$ cat src/rtl/if_stage_pkg.sv
// Shared types and constants for the instruction fetch stage.
package if_stage_pkg;

    localparam logic [31:0] INSTR_NOP = 32'h0000_0013;  // addi x0,x0,0

    typedef enum logic [1:0] {
        FETCH_BOOT  = 2'd0,
        FETCH_RUN   = 2'd1,
        FETCH_FLUSH = 2'd2
    } fetch_state_e;

    typedef struct packed {
        logic [31:0] pc;
        logic [31:0] instr;
    } fetch_entry_t;

    function automatic logic [31:0] word_align(input logic [31:0] a);
        return a & ~32'h3;
    endfunction

endpackage

$ cat src/rtl/if_stage_if.sv
// Fetch-stage signal bundle: imem request/response, execute redirect, decode handoff.
interface if_stage_if;
    logic        imem_req_valid;
    logic        imem_req_ready;
    logic [31:0] imem_req_addr;
    logic        imem_resp_valid;
    logic [31:0] imem_resp_data;
    logic        redirect_valid;
    logic [31:0] redirect_pc;
    logic        id_ready;
    logic        id_valid;
    logic [31:0] id_instr;
    logic [31:0] id_pc;
    logic [31:0] id_pc4;

    modport master (
        output imem_req_valid, imem_req_addr, id_valid, id_instr, id_pc, id_pc4,
        input  imem_req_ready, imem_resp_valid, imem_resp_data,
               redirect_valid, redirect_pc, id_ready
    );

    modport slave (
        input  imem_req_valid, imem_req_addr, id_valid, id_instr, id_pc, id_pc4,
        output imem_req_ready, imem_resp_valid, imem_resp_data,
               redirect_valid, redirect_pc, id_ready
    );
endinterface

$ cat src/rtl/if_stage_fetch_fifo.sv
// Registered ring-buffer FIFO of {pc, instr}; clear wins over push/pop.
module fetch_fifo
    import if_stage_pkg::*;
#(
    parameter  int DEPTH = 2,
    localparam int CNT_W = $clog2(DEPTH) + 1
) (
    input  logic               clk,
    input  logic               rstn,
    input  logic               push,
    input  logic               pop,
    input  logic               clear,
    input  fetch_entry_t       push_data,
    output fetch_entry_t       head,
    output logic [CNT_W-1:0]   count
);
    localparam int PTR_W = $clog2(DEPTH);

    fetch_entry_t     mem_q [DEPTH];
    fetch_entry_t     mem_d [DEPTH];
    logic [PTR_W-1:0] wptr_q, wptr_d, rptr_q, rptr_d;
    logic [CNT_W-1:0] count_q, count_d;

    always_comb begin
        mem_d   = mem_q;
        wptr_d  = wptr_q;
        rptr_d  = rptr_q;
        count_d = count_q;
        if (clear) begin
            wptr_d  = '0;
            rptr_d  = '0;
            count_d = '0;
        end else begin
            if (push) begin
                mem_d[wptr_q] = push_data;
                wptr_d        = wptr_q + 1'b1;
            end
            if (pop) rptr_d = rptr_q + 1'b1;
            count_d = count_q + CNT_W'(push) - CNT_W'(pop);
        end
    end

    always_ff @(posedge clk or negedge rstn) begin
        if (!rstn) begin
            for (int i = 0; i < DEPTH; i++) mem_q[i] <= '0;
            wptr_q  <= '0;
            rptr_q  <= '0;
            count_q <= '0;
        end else begin
            mem_q   <= mem_d;
            wptr_q  <= wptr_d;
            rptr_q  <= rptr_d;
            count_q <= count_d;
        end
    end

    assign head  = mem_q[rptr_q];
    assign count = count_q;
endmodule

$ cat src/rtl/if_stage.sv
// RV32I instruction fetch: owns the PC, issues credit-limited imem requests,
// buffers responses for decode and drains stale responses after a redirect.
module if_stage
    import if_stage_pkg::*;
#(
    parameter logic [31:0] RESET_PC = 32'h0000_0000,
    parameter int          DEPTH    = 2
) (
    input  logic        clk,
    input  logic        rstn,
    if_stage_if.master  bus
);
    localparam int CNT_W = $clog2(DEPTH) + 1;

    fetch_state_e     state_q, state_d;
    logic [31:0]      fetch_pc_q, fetch_pc_d;
    logic [31:0]      resp_pc_q, resp_pc_d;
    logic [CNT_W-1:0] inflight_q, inflight_d;
    logic [CNT_W-1:0] drop_cnt_q, drop_cnt_d;

    logic [CNT_W-1:0] fifo_count;
    fetch_entry_t     fifo_head, push_data;
    logic             push, clear, pop, id_valid;
    logic             req_valid, req_fire, resp;
    logic [CNT_W:0]   credit_used;
    logic [31:0]      redir_pc;

    assign id_valid    = (fifo_count != '0);
    assign pop         = id_valid & bus.id_ready;
    // Counting the entry decode pops this cycle keeps 1 instr/cycle at DEPTH=2.
    assign credit_used = (CNT_W+1)'(inflight_q) + (CNT_W+1)'(fifo_count) - (CNT_W+1)'(pop);
    assign req_valid   = (state_q == FETCH_RUN) && (credit_used < (CNT_W+1)'(DEPTH));
    assign req_fire    = req_valid & bus.imem_req_ready;
    assign resp        = bus.imem_resp_valid;
    assign redir_pc    = word_align(bus.redirect_pc);
    assign push_data   = '{pc: resp_pc_q, instr: bus.imem_resp_data};

    always_comb begin
        state_d    = state_q;
        fetch_pc_d = req_fire ? fetch_pc_q + 32'd4 : fetch_pc_q;
        resp_pc_d  = resp_pc_q;
        inflight_d = inflight_q + CNT_W'(req_fire) - CNT_W'(resp);
        drop_cnt_d = drop_cnt_q;
        push       = 1'b0;
        clear      = 1'b0;
        if (bus.redirect_valid) begin
            // Everything still outstanding after this edge belongs to the old stream.
            clear      = 1'b1;
            fetch_pc_d = redir_pc;
            resp_pc_d  = redir_pc;
            drop_cnt_d = inflight_d;
            state_d    = (inflight_d != '0) ? FETCH_FLUSH : FETCH_RUN;
        end else begin
            case (state_q)
                FETCH_BOOT: state_d = FETCH_RUN;
                FETCH_RUN: if (resp) begin
                    push      = 1'b1;
                    resp_pc_d = resp_pc_q + 32'd4;
                end
                FETCH_FLUSH: begin
                    if (resp) drop_cnt_d = drop_cnt_q - 1'b1;
                    if (drop_cnt_d == '0) state_d = FETCH_RUN;
                end
                default: state_d = FETCH_BOOT;
            endcase
        end
    end

    always_ff @(posedge clk or negedge rstn) begin
        if (!rstn) begin
            state_q    <= FETCH_BOOT;
            fetch_pc_q <= RESET_PC;
            resp_pc_q  <= RESET_PC;
            inflight_q <= '0;
            drop_cnt_q <= '0;
        end else begin
            state_q    <= state_d;
            fetch_pc_q <= fetch_pc_d;
            resp_pc_q  <= resp_pc_d;
            inflight_q <= inflight_d;
            drop_cnt_q <= drop_cnt_d;
        end
    end

    fetch_fifo #(.DEPTH(DEPTH)) u_fifo (
        .clk       (clk),
        .rstn      (rstn),
        .push      (push),
        .pop       (pop),
        .clear     (clear),
        .push_data (push_data),
        .head      (fifo_head),
        .count     (fifo_count)
    );

    assign bus.imem_req_valid = req_valid;
    assign bus.imem_req_addr  = fetch_pc_q;
    assign bus.id_valid       = id_valid;
    assign bus.id_instr       = id_valid ? fifo_head.instr : INSTR_NOP;
    assign bus.id_pc          = id_valid ? fifo_head.pc : resp_pc_q;
    assign bus.id_pc4         = bus.id_pc + 32'd4;
endmodule
$ cat src/flat_wrapper.sv
// flat-port wrapper written by rule: the top's interface ports become plain ports
module if_stage_flat import if_stage_pkg::*;
#(
    parameter logic [31:0] RESET_PC = 32'h0000_0000,
    parameter int          DEPTH    = 2
)
  (clk, rstn, bus_imem_req_valid, bus_imem_req_addr, bus_id_valid, bus_id_instr, bus_id_pc, bus_id_pc4, bus_imem_req_ready, bus_imem_resp_valid, bus_imem_resp_data, bus_redirect_valid, bus_redirect_pc, bus_id_ready);
  if_stage_if bus_i ();
  input  logic clk;
  input  logic rstn;
  output wire logic [$bits(bus_i.imem_req_valid)-1:0] bus_imem_req_valid;
  output wire logic [$bits(bus_i.imem_req_addr)-1:0] bus_imem_req_addr;
  output wire logic [$bits(bus_i.id_valid)-1:0] bus_id_valid;
  output wire logic [$bits(bus_i.id_instr)-1:0] bus_id_instr;
  output wire logic [$bits(bus_i.id_pc)-1:0] bus_id_pc;
  output wire logic [$bits(bus_i.id_pc4)-1:0] bus_id_pc4;
  input wire logic [$bits(bus_i.imem_req_ready)-1:0] bus_imem_req_ready;
  input wire logic [$bits(bus_i.imem_resp_valid)-1:0] bus_imem_resp_valid;
  input wire logic [$bits(bus_i.imem_resp_data)-1:0] bus_imem_resp_data;
  input wire logic [$bits(bus_i.redirect_valid)-1:0] bus_redirect_valid;
  input wire logic [$bits(bus_i.redirect_pc)-1:0] bus_redirect_pc;
  input wire logic [$bits(bus_i.id_ready)-1:0] bus_id_ready;
  assign bus_imem_req_valid = bus_i.imem_req_valid;
  assign bus_imem_req_addr = bus_i.imem_req_addr;
  assign bus_id_valid = bus_i.id_valid;
  assign bus_id_instr = bus_i.id_instr;
  assign bus_id_pc = bus_i.id_pc;
  assign bus_id_pc4 = bus_i.id_pc4;
  assign bus_i.imem_req_ready = bus_imem_req_ready;
  assign bus_i.imem_resp_valid = bus_imem_resp_valid;
  assign bus_i.imem_resp_data = bus_imem_resp_data;
  assign bus_i.redirect_valid = bus_redirect_valid;
  assign bus_i.redirect_pc = bus_redirect_pc;
  assign bus_i.id_ready = bus_id_ready;
  if_stage #(.RESET_PC(RESET_PC), .DEPTH(DEPTH)) u_core (.clk(clk), .rstn(rstn), .bus(bus_i));
endmodule
$ cat config.mk
export PLATFORM = sky130hd
export DESIGN_NAME = if_stage_flat
export DESIGN_NICKNAME = d
export VERILOG_FILES = /design/src/rtl/if_stage_pkg.sv /design/src/rtl/if_stage_if.sv /design/src/rtl/if_stage_fetch_fifo.sv /design/src/rtl/if_stage.sv /design/src/flat_wrapper.sv
export SDC_FILE = /design/constraint.sdc
export NUM_CORES = 1
export LEC_CHECK = 0
export CORE_MARGIN = 2
export CORE_UTILIZATION = 50
export CTS_BUF_LIST = sky130_fd_sc_hd__clkbuf_8
export DETAILED_ROUTE_END_ITERATION = 8
export HOLD_SLACK_MARGIN = 0.05
export PLACE_DENSITY = 0.77
export SLEW_MARGIN = 20
export SYNTH_ARGS = -nofsm -noshare
export SYNTH_HDL_FRONTEND = slang
export SYNTH_SLANG_ARGS = --single-unit
export TNS_END_PERCENT = 10
$ cat constraint.sdc
create_clock -name clk -period 8 [get_ports clk]
set_input_delay 1.2 -clock clk [delete_from_list [all_inputs] [get_ports clk]]
set_output_delay 1.2 -clock clk [all_outputs]
set_load 0.03 [all_outputs]
==> impl_metrics.env <==
export IMPL_syn_area_per_cell_um2=11.44
export IMPL_cp_slowest_cell="clkdlybuf4s50_1"
export IMPL_syn_to_final_growth_pct=23.81
export IMPL_gr_total_overflow=0
export IMPL_synth_edf_count=0
export IMPL_fin_crit_sh=0.7710
export IMPL_power_share_switching=0.4318
export IMPL_critPathMaxFanout=42
export IMPL_maxSlewHeadroom=0.2446
export IMPL_diodes=0
export IMPL_holdCritPathClass="reg -> reg"
export IMPL_finalHoldViolCount=0
export IMPL_fin_total_pwr_mw=4.960
export IMPL_rows=52
export IMPL_grt_max_degree=128
export IMPL_drv_cap=0
export IMPL_crit_family="simple AND/OR/NAND/NOR gates"
export IMPL_design_area_mm2=0.01276
export IMPL_synthDistinctLibCells=52
export IMPL_io_pins=200
export IMPL_grtUsageTotal=0.2110
export IMPL_worstSetupEndpointType="output pin"
export IMPL_synth_ff_type="dfrtp_1"
export IMPL_cts_root_buf="clkbuf_8"
export IMPL_routed_wirelength_um=22850
export IMPL_route_detailed_wl_per_inst_um=16.90
export IMPL_die_x_um=147.6
export IMPL_power_switching_mw=2.142
export IMPL_peakVddDrop_mv=0.2543
export IMPL_coreArea_mm2=0.02023
export IMPL_io_buffers=191
export IMPL_crit_chain="nor2_8, inv_2, a21oi_1, ha_1, nor3b_2, nand4_2, nor4b_2, xor2_1, clkdlybuf4s50_1"
export IMPL_placed_area_mm2=0.01234
export IMPL_worstPathArrival_ps=4970
export IMPL_final_min_clock_period_ps=6168
export IMPL_power_per_cell_area_mw_per_mm2=388.6
export IMPL_vias=7267
export IMPL_antenna_found_initial=0
export IMPL_post_cts_repair_setup_buffers=0
export IMPL_final_cell_mix="dfrtp_1, clkdlybuf4s50_1, mux2_2, nor2_1, mux2i_1"
export IMPL_rsz0062_at_grt="false"
export IMPL_setup_viol=0
export IMPL_maxSlewViolCount=0
export IMPL_fin_nets=1148
export IMPL_crit_buf_inv=2
export IMPL_clkSinkCount=194
export IMPL_cp_required_ps=6800
export IMPL_drive_gt1_frac=0.2070
export IMPL_utilization=0.6308
export IMPL_final_setup_tns_ps=0
export IMPL_p_int_mw=2.818
export IMPL_clock_power_share=0.127
export IMPL_start_kind="register"
export IMPL_path_clk_slew_ps=90
export IMPL_post_cts_resized=0
export IMPL_tritoncts="done"
export IMPL_drt_pass1_iter_count=4
export IMPL_pwr_share_comb=0.551
export IMPL_final_common_cell="dfrtp_1"
export IMPL_dieArea_mm2=0.02178
export IMPL_htreeDepth=4
export IMPL_pwr_share_seq=0.322
export IMPL_initial_core_util=0.5095
export IMPL_critPathKind="reg -> out"
export IMPL_worstMarginPinSlew_ps=1133
export IMPL_cts_buffers=17
export IMPL_drt_vias_per_instance=5.375
export IMPL_detailed_place_hpwl_um=15680
export IMPL_power_static_leakage_nw=5.236
export IMPL_clk_latency_ps=460
export IMPL_clk_path_buf_depth=2
export IMPL_grt_pass1_vias=7184
export IMPL_ctsHoldBuffers=0
export IMPL_routabilityCongestion=0.8741
export IMPL_ys_seq_elements=194
export IMPL_synth_area_mm2=0.01031
export IMPL_synthArstFlopShare=1.000
export IMPL_fmax_mhz=162.1
export IMPL_yosysSeqAreaShare=0.4709
export IMPL_grt_pass1_wl_um=36600
export IMPL_status="complete, no violations"
export IMPL_finalClockSkew_ps=18.84
export IMPL_drc_errors=0
export IMPL_synth_warnings=0
export IMPL_finalHoldWorstSlack_ps=489.0
export IMPL_drtAntennaViolNets=0
export IMPL_die_y_um=147.6
export IMPL_n_fill_cell=1621
export IMPL_synth_cells=901
export IMPL_first_iter_violations=284
export IMPL_slowest_delay_ps=710
kinds of logic (layout without fill, tap and decap cells):
logic type | count (synthesis) | count (layout) | share of synthesized area
muxes | 235 | 235 | 0.2488
and+or+nand+nor | 233 | 233 | 0.1200
DFF | 194 | 194 | 0.4709
xor gates and xnor gates | 95 | 95 | 0.08071
buffers and inverters | 83 | 259 | 0.03908
AOI/OAI and AO/OA | 51 | 51 | 0.02840
adders and majority gates | 9 | 9 | 0.01165
other | 1 | 6 | 0.0003638
stage by stage:
stage / instances / worst slack, ps
2_1_floorplan: 906 / 3697
3_5_place_dp: 1319 / 2291
4_1_cts: 1351 / 1771
5_1_grt: 1352 / 1619
6_report: 1352 / 1832
3_3_place_gp: 1319 / 2377
synthesized netlist by cell type (2+ instances only):
cell type / count / area (um2)
buf_2: 3 / 15.01
nor2b_1: 2 / 12.51
mux2_2: 170 / 1914
mux2i_1: 65 / 650.6
nand4_1: 18 / 112.6
nand3b_1: 2 / 15.01
nand4_2: 2 / 25.02
a21oi_2: 2 / 17.52
xnor2_1: 61 / 534.3
nand2b_1: 3 / 18.77
inv_2: 2 / 7.510
buf_4: 9 / 67.56
and3_1: 6 / 37.54
nor4_1: 11 / 68.82
inv_1: 30 / 112.6
nor4b_2: 3 / 45.04
nand3_1: 23 / 115.1
nand2_1: 43 / 161.4
clkbuf_1: 27 / 101.4
a21boi_0: 4 / 30.03
and2_1: 2 / 12.51
nor2_1: 71 / 266.5
and4_1: 4 / 35.03
nand4b_1: 2 / 17.52
a21oi_1: 24 / 120.1
xor2_1: 34 / 297.8
ha_1: 8 / 100.1
buf_6: 5 / 56.30
buf_1: 6 / 22.52
o21ai_0: 12 / 60.06
nor3_1: 27 / 135.1
a21o_1: 5 / 37.54
dfrtp_1: 194 / 4855
or3_1: 3 / 18.77
state kept, by name, indices dropped and copies added, names as in the netlist:
| signal | flops |
|---|---|
| u_core.u_fifo.wptr_q | 1 |
| u_core.drop_cnt_q | 2 |
| u_core.u_fifo.rptr_q | 1 |
| u_core.resp_pc_q | 30 |
| u_core.state_q | 2 |
| u_core.inflight_q | 2 |
| u_core.u_fifo.count | 2 |
| u_core.bus.imem_req_addr | 30 |
| u_core.u_fifo.mem_q | 124 |
tightest hold or removal path, cell delays in order, from the launching register on:
cell and delay, ps:
dfrtp_1 350, nand2_1 50, o21ai_0 60
metal layers:
layer	GRT usage	wire length, um	vias to the layer above	part of all wire
met5	0	0	-	0
met4	0.06346	282	0	0.012
met3	0.03549	965	18	0.042
met2	0.3453	10820	200	0.47
met1	0.2905	10790	3579	0.47
li1	-	-	3470	-
final timing paths:
path / start / end / slack [ps] / cells past startpoint
max in group asynchronous: rstn / u_core.u_fifo.rptr_q$_DFFE_PN0P_ / 5960 / 2
worst max-delay path: u_core.u_fifo.count[0]$_DFF_PN0_ / bus_id_pc4[30] / 1830 / 9
worst max register to register: u_core.u_fifo.count[0]$_DFF_PN0_ / u_core.bus.imem_req_addr[26]$_DFFE_PN0P_ / 3290 / 11
worst min register to register: u_core.u_fifo.mem_q[43]$_DFFE_PN0P_ / u_core.u_fifo.mem_q[43]$_DFFE_PN0P_ / 490 / 2
min in group asynchronous: rstn / u_core.u_fifo.mem_q[27]$_DFFE_PN0P_ / 690 / 1
worst min-delay path: u_core.u_fifo.mem_q[43]$_DFFE_PN0P_ / u_core.u_fifo.mem_q[43]$_DFFE_PN0P_ / 490 / 2
layout make-up:
cell class	instances	area, um2	share of cell area
multi-input combinational	629	5090	0.3988
inverter	32	120.1	0.009411
clock buffer	17	234.0	0.01833
sequential	194	4858	0.3806
clock inverter	15	157.7	0.01235
tap	270	337.8	0.02647
timing repair buffer	195	1966	0.1540
power groups by stage:
stage          clock network, mW  logic [mW]  registers [mW]
6_report                   0.630        2.73            1.60
5_1_grt                    0.692        2.91            1.64
4_1_cts                    0.653        2.76            1.59
3_5_place_dp                   0        2.75            1.61
3_3_place_gp                   0        2.71            1.60
2_1_floorplan                  0        1.90            1.51
(Power assumes the default switching activity.)
